$ cat src/rtl/snake_pkg.sv
// Shared snake-game types, map geometry and the point-spawn LFSR helpers.
package snake_pkg;

  localparam int unsigned COORD_W    = 5;
  localparam int unsigned MAP_WIDTH  = 32;
  localparam int unsigned MAP_HEIGHT = 24;
  localparam int unsigned X_MIN      = 1;
  localparam int unsigned X_MAX      = 30;
  localparam int unsigned Y_MIN      = 1;
  localparam int unsigned Y_MAX      = 22;

  typedef logic [COORD_W-1:0] coord_t;

  typedef enum logic [1:0] {
    EMPTY = 2'd0,
    WALL  = 2'd1,
    BODY  = 2'd2,
    FOOD  = 2'd3
  } tile_t;

  typedef enum logic {
    MENU = 1'b0,
    GAME = 1'b1
  } game_mode;

  typedef enum logic [2:0] {
    IDLE     = 3'd0,
    REQ      = 3'd1,
    CHECK    = 3'd2,
    SCAN_REQ = 3'd3,
    SCAN_CHK = 3'd4,
    PLACE    = 3'd5
  } spawn_state_t;

  function automatic coord_t lfsr(input coord_t v);
    return {v[3], v[2], v[1], v[0] ^ v[4], v[4]};
  endfunction

  // (v % 30) + 1; valid because a 5-bit v is below twice the interior width
  function automatic coord_t map_x(input coord_t v);
    return (v >= COORD_W'(X_MAX)) ? v - COORD_W'(X_MAX - X_MIN) : v + COORD_W'(X_MIN);
  endfunction

  // (v % 22) + 1
  function automatic coord_t map_y(input coord_t v);
    return (v >= COORD_W'(Y_MAX)) ? v - COORD_W'(Y_MAX - Y_MIN) : v + COORD_W'(Y_MIN);
  endfunction

endpackage

$ cat src/rtl/spawn_scan_cnt.sv
// Raster counter over the map interior (x fastest) with next-tile and end flag.
module spawn_scan_cnt
  import snake_pkg::*;
(
  input  logic   clk_75,
  input  logic   rst,
  input  logic   clr,
  input  logic   inc,
  output coord_t nx_c,
  output coord_t ny_c,
  output logic   last_c
);

  coord_t x_q, x_d;
  coord_t y_q, y_d;

  always_comb begin
    if (x_q == COORD_W'(X_MAX)) begin
      nx_c = COORD_W'(X_MIN);
      ny_c = y_q + COORD_W'(1);
    end else begin
      nx_c = x_q + COORD_W'(1);
      ny_c = y_q;
    end
    last_c = (x_q == COORD_W'(X_MAX)) && (y_q == COORD_W'(Y_MAX));
    x_d = x_q;
    y_d = y_q;
    if (clr) begin
      x_d = COORD_W'(X_MIN);
      y_d = COORD_W'(Y_MIN);
    end else if (inc) begin
      x_d = nx_c;
      y_d = ny_c;
    end
  end

  always_ff @(posedge clk_75) begin
    if (rst) begin
      x_q <= COORD_W'(X_MIN);
      y_q <= COORD_W'(Y_MIN);
    end else begin
      x_q <= x_d;
      y_q <= y_d;
    end
  end

endmodule

$ cat src/rtl/point_spawn_ctrl.sv
// Finds an EMPTY interior tile for the next point: LFSR probes, then a raster scan.
module point_spawn_ctrl
  import snake_pkg::*;
#(
  parameter int unsigned MAX_TRIES = 8,
  parameter int unsigned READ_LAT  = 1
) (
  input  logic               clk_75,
  input  logic               rst,
  input  game_mode           mode,
  input  logic [COORD_W-1:0] seed_x,
  input  logic [COORD_W-1:0] seed_y,
  input  logic               start,
  input  logic               eat,
  output logic [COORD_W-1:0] rd_x,
  output logic [COORD_W-1:0] rd_y,
  input  tile_t              rd_tile,
  output logic               place_valid,
  output logic [COORD_W-1:0] place_x,
  output logic [COORD_W-1:0] place_y,
  input  logic               place_ready,
  output logic               busy,
  output logic               no_space
);

  localparam int unsigned TRY_W = $clog2(MAX_TRIES + 1);
  localparam int unsigned LAT_W = (READ_LAT > 1) ? $clog2(READ_LAT) : 1;

  spawn_state_t state_q, state_d;
  coord_t       cand_x_q, cand_x_d, cand_y_q, cand_y_d;
  coord_t       last_x_q, last_x_d, last_y_q, last_y_d;
  coord_t       rd_x_q, rd_x_d, rd_y_q, rd_y_d;
  coord_t       place_x_q, place_x_d, place_y_q, place_y_d;
  logic [TRY_W-1:0] tries_q, tries_d, tries_inc;
  logic [LAT_W-1:0] lat_q, lat_d;
  logic         pending_q, pending_d;
  logic         place_valid_q, place_valid_d;
  logic         busy_q, busy_d;
  logic         no_space_q, no_space_d;

  logic         scan_clr, scan_inc, scan_last_c;
  coord_t       scan_nx_c, scan_ny_c;
  logic         launch;
  coord_t       launch_x, launch_y;

  spawn_scan_cnt u_scan (
    .clk_75 (clk_75),
    .rst    (rst),
    .clr    (scan_clr),
    .inc    (scan_inc),
    .nx_c   (scan_nx_c),
    .ny_c   (scan_ny_c),
    .last_c (scan_last_c)
  );

  always_comb begin
    state_d       = state_q;
    cand_x_d      = cand_x_q;
    cand_y_d      = cand_y_q;
    last_x_d      = last_x_q;
    last_y_d      = last_y_q;
    rd_x_d        = rd_x_q;
    rd_y_d        = rd_y_q;
    place_x_d     = place_x_q;
    place_y_d     = place_y_q;
    tries_d       = tries_q;
    lat_d         = lat_q;
    pending_d     = pending_q;
    place_valid_d = place_valid_q;
    no_space_d    = 1'b0;
    scan_clr      = 1'b0;
    scan_inc      = 1'b0;
    launch        = 1'b0;
    launch_x      = cand_x_q;
    launch_y      = cand_y_q;
    tries_inc     = tries_q + TRY_W'(1);

    if (place_valid_q && place_ready) begin
      last_x_d = place_x_q;
      last_y_d = place_y_q;
    end

    if (mode != GAME) begin
      state_d       = IDLE;
      place_valid_d = 1'b0;
      pending_d     = 1'b0;
      tries_d       = '0;
    end else if (start) begin
      launch        = 1'b1;
      launch_x      = map_x(seed_x);
      launch_y      = map_y(seed_y);
      tries_d       = '0;
      pending_d     = 1'b0;
      place_valid_d = 1'b0;
    end else begin
      if (eat && (state_q != IDLE)) pending_d = 1'b1;
      case (state_q)
        IDLE: begin
          if (eat) begin
            launch   = 1'b1;
            launch_x = map_x(lfsr(last_x_q));
            launch_y = map_y(lfsr(last_y_q));
            tries_d  = '0;
          end
        end
        REQ: begin
          if (lat_q == LAT_W'(READ_LAT - 1)) state_d = CHECK;
          else lat_d = lat_q + LAT_W'(1);
        end
        CHECK: begin
          if (rd_tile == EMPTY) begin
            state_d       = PLACE;
            place_valid_d = 1'b1;
            place_x_d     = cand_x_q;
            place_y_d     = cand_y_q;
          end else begin
            tries_d = tries_inc;
            if (tries_inc < TRY_W'(MAX_TRIES)) begin
              launch   = 1'b1;
              launch_x = map_x(lfsr(cand_x_q));
              launch_y = map_y(lfsr(cand_y_q));
            end else begin
              state_d  = SCAN_REQ;
              scan_clr = 1'b1;
              rd_x_d   = COORD_W'(X_MIN);
              rd_y_d   = COORD_W'(Y_MIN);
              lat_d    = '0;
            end
          end
        end
        SCAN_REQ: begin
          if (lat_q == LAT_W'(READ_LAT - 1)) state_d = SCAN_CHK;
          else lat_d = lat_q + LAT_W'(1);
        end
        SCAN_CHK: begin
          if (rd_tile == EMPTY) begin
            state_d       = PLACE;
            place_valid_d = 1'b1;
            place_x_d     = rd_x_q;
            place_y_d     = rd_y_q;
          end else if (scan_last_c) begin
            no_space_d = 1'b1;
            state_d    = IDLE;
            tries_d    = '0;
            pending_d  = 1'b0;
          end else begin
            scan_inc = 1'b1;
            rd_x_d   = scan_nx_c;
            rd_y_d   = scan_ny_c;
            state_d  = SCAN_REQ;
            lat_d    = '0;
          end
        end
        PLACE: begin
          if (place_ready) begin
            place_valid_d = 1'b0;
            // a queued eat chains straight into the next search from this placement
            if (pending_q || eat) begin
              pending_d = 1'b0;
              tries_d   = '0;
              launch    = 1'b1;
              launch_x  = map_x(lfsr(place_x_q));
              launch_y  = map_y(lfsr(place_y_q));
            end else begin
              state_d = IDLE;
            end
          end
        end
        default: state_d = IDLE;
      endcase
    end

    if (launch) begin
      state_d  = REQ;
      cand_x_d = launch_x;
      cand_y_d = launch_y;
      rd_x_d   = launch_x;
      rd_y_d   = launch_y;
      lat_d    = '0;
    end

    busy_d = (state_d != IDLE);
  end

  always_ff @(posedge clk_75) begin
    if (rst) begin
      state_q       <= IDLE;
      cand_x_q      <= '0;
      cand_y_q      <= '0;
      last_x_q      <= COORD_W'(X_MIN);
      last_y_q      <= COORD_W'(Y_MIN);
      rd_x_q        <= '0;
      rd_y_q        <= '0;
      place_x_q     <= '0;
      place_y_q     <= '0;
      tries_q       <= '0;
      lat_q         <= '0;
      pending_q     <= 1'b0;
      place_valid_q <= 1'b0;
      busy_q        <= 1'b0;
      no_space_q    <= 1'b0;
    end else begin
      state_q       <= state_d;
      cand_x_q      <= cand_x_d;
      cand_y_q      <= cand_y_d;
      last_x_q      <= last_x_d;
      last_y_q      <= last_y_d;
      rd_x_q        <= rd_x_d;
      rd_y_q        <= rd_y_d;
      place_x_q     <= place_x_d;
      place_y_q     <= place_y_d;
      tries_q       <= tries_d;
      lat_q         <= lat_d;
      pending_q     <= pending_d;
      place_valid_q <= place_valid_d;
      busy_q        <= busy_d;
      no_space_q    <= no_space_d;
    end
  end

  assign rd_x        = rd_x_q;
  assign rd_y        = rd_y_q;
  assign place_valid = place_valid_q;
  assign place_x     = place_x_q;
  assign place_y     = place_y_q;
  assign busy        = busy_q;
  assign no_space    = no_space_q;

endmodule

$ cat config.mk
export PLATFORM = sky130hd
export DESIGN_NAME = point_spawn_ctrl
export DESIGN_NICKNAME = d
export VERILOG_FILES = /design/src/rtl/snake_pkg.sv /design/src/rtl/spawn_scan_cnt.sv /design/src/rtl/point_spawn_ctrl.sv
export SDC_FILE = /design/constraint.sdc
export NUM_CORES = 1
export LEC_CHECK = 0
export BUFFER_PORTS_ARGS = -buffer_cell sky130_fd_sc_hd__buf_4
export CORE_UTILIZATION = 40
export DETAILED_ROUTE_END_ITERATION = 12
export GPL_TIMING_DRIVEN = 0
export HOLD_SLACK_MARGIN = 0.08
export SYNTH_ARGS = -nofsm -noshare
export SYNTH_HDL_FRONTEND = slang
export SYNTH_SLANG_ARGS = --single-unit
$ cat constraint.sdc
create_clock -name clk_75 -period 6.1 [get_ports clk_75]
set_input_delay 0.305 -clock clk_75 [delete_from_list [all_inputs] [get_ports clk_75]]
set_output_delay 0.305 -clock clk_75 [all_outputs]
set_load 0.01 [all_outputs]
Word level (Yosys, flattened, before mapping)

Index checks and enable logic that the tools add are counted.

Register bits after elaboration: 62
Input port bits: 18
Output and inout bits: 23
Word-level logic and storage cells: 202

$add $sub $neg: 20
$lt $le $gt $ge: 9
Equal/unequal tests: 23
Muxes and demuxes: 99
Bitwise operators: 9
Reductions and logical operators: 25

Operator list:

| cell                                          | number |
|---|---|
| two-way mux 5 bit                             | 40 |
| adder 5 x 1 -> 5 bit, second input constant   | 10 |
| >= comparator 5 bit, second input constant    | 8 |
| case mux 5 bit (2 select lines)               | 4 |
| subtractor 5 bit, second input constant       | 8 |
| two-way mux 1 bit                             | 30 |
| two-way mux 3 bit                             | 10 |
| case mux 5 bit (3 select lines)               | 2 |
| two-way mux 4 bit                             | 6 |
| AND reduction 7 bit                           | 3 |
| inequality test 2 bit, second input constant  | 10 |
| case mux 3 bit (6 select lines)               | 1 |
| case mux 4 bit (4 select lines)               | 1 |
| inequality test 3 bit, second input constant  | 4 |
| nonzero test 3 bit                            | 4 |
| == test 5 bit, second input constant          | 2 |
| OR reduction 2 bit                            | 4 |
| == test 3 x 2 -> 1 bit, second input constant | 2 |
| == test 3 bit, second input constant          | 2 |
| case mux 1 bit (3 select lines)               | 2 |
| nonzero test 2 bit                            | 3 |
| bitwise XOR 1 bit                             | 6 |
| AND reduction 5 bit                           | 1 |
| OR reduction 5 bit                            | 1 |
| 15 further kinds                              | 21 |

Logic depth before layout (Yosys ltp)

Depth in word-level cells: 9
Gate-level depth with buffers: 13
Mapped depth without buffers: 12

Hierarchy

From an unflattened synthesis, not the netlist that was laid out.

Cell total of the unflattened synthesis: 598
Area total of the unflattened synthesis: 4498.1 um^2

Modules (own cells, without submodules):

| module           | times used | cells an instance | area an instance (um^2) | sequential area each (um^2) |
|---|---|---|---|---|
| point_spawn_ctrl | 1          | 516               | 3813.7                  | 1021.0 |
| spawn_scan_cnt   | 1          | 82                | 684.4                   | 200.2 |

Worst setup path after synthesis

OpenSTA, ideal clock, no wires.

Path type: reg2reg
Start: reg place_y_q[4] (netlist: place_y[4])
End: reg cand_y_q[3]
Library setup time: 0.141 ns
Arrival: 2.657 ns
Setup slack: 3.302 ns
Cell stages (with the launch flop): 14
Cells stage by stage: dfxtp_1 -> clkbuf_1 -> inv_1 -> ha_1 -> nand2b_1 -> a21oi_1 -> nor2_1 -> ha_1 -> a21o_1 -> and2_1 -> o211ai_1 -> a21boi_0 -> o41ai_1 -> o32ai_1

Cells in the longest elaborated chain, start to end: 8

Ends and longest elaborated chain:

| what                                         | line                    | RTL |
|---|---|---|
| start, declared                              | point_spawn_ctrl.sv:33  | `coord_t place_x_q, place_x_d, place_y_q, place_y_d;` |
| start signal, assigned                       | point_spawn_ctrl.sv:211 | `place_y_q <= place_y_d;` |
| bitwise XOR 1 bit                            | snake_pkg.sv:36         | `return {v[3], v[2], v[1], v[0] ^ v[4], v[4]};` |
| adder 5 x 1 -> 5 bit (tied with other cells) | snake_pkg.sv:46         | `return (v >= COORD_W'(Y_MAX)) ? v - COORD_W'(Y_MAX - Y_MIN) : v + COORD_W'(Y_MIN);` |
| two-way mux 5 bit (*)                        | snake_pkg.sv:46         |  |
| two-way mux 5 bit (*)                        | point_spawn_ctrl.sv:158 | `if (pending_q \|\| eat) begin` |
| two-way mux 5 bit (*)                        | point_spawn_ctrl.sv:155 | `if (place_ready) begin` |
| case mux 5 bit (3 select lines) (*)          | point_spawn_ctrl.sv:97  | `case (state_q)` |
| two-way mux 5 bit (*)                        | point_spawn_ctrl.sv:88  | `end else if (start) begin` |
| two-way mux 5 bit (*)                        | point_spawn_ctrl.sv:83  | `if (mode != GAME) begin` |
| end signal, assigned                         | point_spawn_ctrl.sv:205 | `cand_y_q <= cand_y_d;` |
| end, declared                                | point_spawn_ctrl.sv:30  | `coord_t cand_x_q, cand_x_d, cand_y_q, cand_y_d;` |

Every way passes the cells marked *; elsewhere a longest branch is shown, timed or not.
A chain may end at the register's enable or synchronous reset.

Final worst setup path

Same ends and word-level chain as after synthesis.

==> key figures <==
Critical path
  – WP data arrival: 3.53 ns
  – Critical path startpoint category: flip-flop
  – R2r setup slk: 2.77 ns
  – Endpoint type of the worst setup path: flip-flop
  – Setup Crit Path Kind: flip-flop to flip-flop
  – Crit path required time: 6.30 ns
  – Crit Path Max Fanout: 8

STA
  – Min cycle time layout: 3.33 ns
  – Setup TNS: 0 ns
  – Slew Limit Fails: 0
  – Rel. slew slack: 56.8%
  – Final Cycle Share: 54.6%
  – Worst-Margin Slew: 0.648 ns
  – Hold Fails Final Rpt: 0
  – RSZ-0062 raised after global routing: false
  – Max Clk Rate: 300 MHz
  – Final setup fails: 0
  – Clock Skews: 0.00851 ns

Floorplan
  – Die Y: 107 um
  – Ports: 41
  – # rows: 37
  – Full die area: 11400 um^2
  – Core area: 10500 um^2
  – Initial Util: 41.9%
  – Die width: 107 um

Placed design
  – Post-DP HPWL: 9760 um
  – Routability cong.: 0.861
  – IO Port Bufs: 39
  – Placed Cells: 737

Logic synthesis
  – Yosys top cell by area: dfxtp_1
  – Synth top area share: 27.9%
  – Post-Syn Nets: 603
  – Top post-synthesis cells by count: nand2_1, dfxtp_1, a21oi_1
  – Most numerous cell in the Yosys netlist: nand2_1
  – Post-synthesis sequential area ratio: 27.9%
  – Top post-synthesis cells by area: dfxtp_1, a21oi_1, ha_1
  – Synthesis-stage register bit count: 61
  – Top FF cell, synth: dfxtp_1
  – Number of synthesized flops with an enable pin: 0
  – Post-synthesis average cell area: 7.80 um^2
  – Post-Syn Area: 4380 um^2
  – Synth Warn #: 0
  – Synth cell types: 73
  – Async S/R FF share, synth: 0%
  – Syn Inst Count: 562

Drt
  – DRC Markers: 0
  – Drt total wl: 13000 um
  – Via count: 4299
  – Post-route ant nets: 0
  – Iter 0 DRT Violations: 299
  – Via/cell ratio: 5.71
  – Wirelength per Cell: 17.2 um
  – DR pass1 iterations: 5

Clocking
  – TritonCTS clock tree: built
  – CTS Buf Count: 9
  – Clk buf depth: 2
  – Worst-Skew Late Latency: 0.35 ns
  – CTS Root Cell: clkbuf_8
  – Post-CTS setup repair buffer count: 0
  – H-Tree Depth: 3
  – Cts hold-fix bufs: 0
  – Worst-path clk slew: 0.07 ns
  – Cts repair resizes: 0
  – Clk sink count: 61

Outcome
  – Status: finished, final reports clean

Pwr
  – Total power per unit cell area: 190 nW/um^2
  – Clock Power Share: 41.3%
  – Sequential Power Share: 43.9%
  – Gate power share: 14.8%
  – Internal: 0.000699 W
  – Switching power: 0.000264 W
  – Sw Ratio: 27.4%
  – Leakage: 1.91 nW
  – Worst VDD drop: 93.1 uV

Hold path
  – Hold crit path type: primary input to flip-flop

Final layout
  – Share of cells above drive strength 1: 14.1%
  – Nets: 653
  – Area Overhead vs Synth: 15.3%
  – Ant. Diodes: 0
  – Fin cells: 753

Global route
  – Largest net degree at the start of global routing: 11
  – Overflow after GRT: 0
  – Number of global-route vias before repair: 4150
  – GRT Total Usage: 24.0%
  – Initial antenna violation count: 0
  – Global-route wire length before repair: 21300 um

Flow run
  – Max-cap violations: 0
-- flip-flops by register name, indices dropped and copies added (netlist names), 4 cells and up --
name,flops
place_y,5
u_scan.y_q,5
place_x,5
rd_y,5
rd_x,5
cand_x_q,5
tries_q,4
last_y_q,5
u_scan.x_q,5
cand_y_q,5
last_x_q,5
-- power groups by stage --
stage | clock network, W | registers, W | logic, W
floorplan | 0 | 0.000430 | 0.0000890
global placement | 0 | 0.000431 | 0.000138
detailed placement | 0 | 0.000431 | 0.000140
global route | 0.000420 | 0.000423 | 0.000157
CTS | 0.000403 | 0.000422 | 0.000141
finish | 0.000397 | 0.000422 | 0.000143
-- per-stage QoR --
step	total power, W	hold slack [ns]	setup WS [ns]	utilization, %	area, um^2
final	0.000962	0.213	2.77	48.3	5050
after floorplan	0.000519	0.374	3.30	-	4380
after global routing	0.00100	0.201	2.47	48.3	5050
after CTS	0.000965	0.199	2.81	48.3	5050
after global placement	0.000569	0.476	2.93	46.3	4850
after detailed placement	0.000571	0.482	2.84	46.3	4850
-- area by class of cell --
class                   instances  area [um^2]
well taps                     136          170
plain buffers                  37          190
fillers                      1104         5410
clock inverters                 4         72.6
flip-flops and latches         61         1220
clock buffers                  12          135
inverters                      28          105
repair buffers                 39          293
multi-input cells             436         2870
-- per-layer routing --
metal | track usage (%) | up-vias | share of wire (%) | wire length (um)
li1 | - | 2129 | - | -
met1 | 32.1 | 2005 | 47 | 6060
met2 | 40.3 | 148 | 47 | 6040
met3 | 3.65 | 17 | 5.3 | 685
met4 | 5.97 | 0 | 1.3 | 172
met5 | 0 | - | 0 | 0
-- logic make-up after synthesis --
group	count (synthesis)	synth area share (%)
DFF	61	27.9
and+or+nand+nor	211	25.0
AOI/OAI and AO/OA	171	27.3
muxes	3	0.685
adders and majority gates	23	6.91
buffers and inverters	65	6.74
xor gates and xnor gates	28	5.59
-- path summary, 6_finish.rpt --
check / cells past startpoint / to / startpoint
hold / removal: 2 / state_q[1]$_SDFF_PP0_ / rst
setup / recovery: 13 / cand_y_q[3]$_SDFFE_PP0P_ / place_y[4]$_SDFFE_PP0P_
hold reg to reg: 2 / tries_q[1]$_SDFFE_PP0P_ / tries_q[1]$_SDFFE_PP0P_
setup reg to reg: 13 / cand_y_q[3]$_SDFFE_PP0P_ / place_y[4]$_SDFFE_PP0P_
-- placed cells by master, fill, tap and decap left out, types with 4 or more instances in the layout --
| master | netlist | routed |
|---|---|---|
| clkbuf_1 | 21 | 24 |
| clkbuf_8 | 0 | 9 |
| nor3_1 | 8 | 8 |
| buf_2 | 8 | 8 |
| nand2b_1 | 15 | 15 |
| nor2_1 | 43 | 43 |
| xnor2_1 | 17 | 17 |
| buf_4 | 3 | 42 |
| or3_1 | 4 | 4 |
| nor2b_1 | 13 | 13 |
| nor4_1 | 5 | 5 |
| a311oi_1 | 16 | 16 |
| o21bai_1 | 4 | 4 |
| o211ai_1 | 13 | 13 |
| and4b_1 | 4 | 4 |
| o21ai_0 | 20 | 20 |
| a21o_1 | 5 | 5 |
| and2_1 | 5 | 5 |
| nand3b_1 | 4 | 4 |
| ha_1 | 21 | 21 |
| xor2_1 | 11 | 11 |
| dfxtp_1 | 61 | 61 |
| and4_1 | 5 | 5 |
| nand3_1 | 14 | 14 |
| a21oi_1 | 57 | 57 |
| buf_6 | 4 | 4 |
| a31oi_1 | 5 | 5 |
| nand2_1 | 68 | 68 |
| o32ai_1 | 5 | 5 |
| inv_1 | 28 | 28 |
| a211oi_1 | 7 | 7 |
-- critical path: stages, from the launching register on --
cell and delay (ns):
dfxtp_1 0.33, clkbuf_1 0.31, inv_1 0.13, ha_1 0.32, nand2b_1 0.12, a21oi_1 0.17
nor2_1 0.07, ha_1 0.30, a21o_1 0.21, and2_1 0.15, o211ai_1 0.14, a21boi_0 0.13
o41ai_1 0.62, o32ai_1 0.18
(Power assumes the default switching activity.)
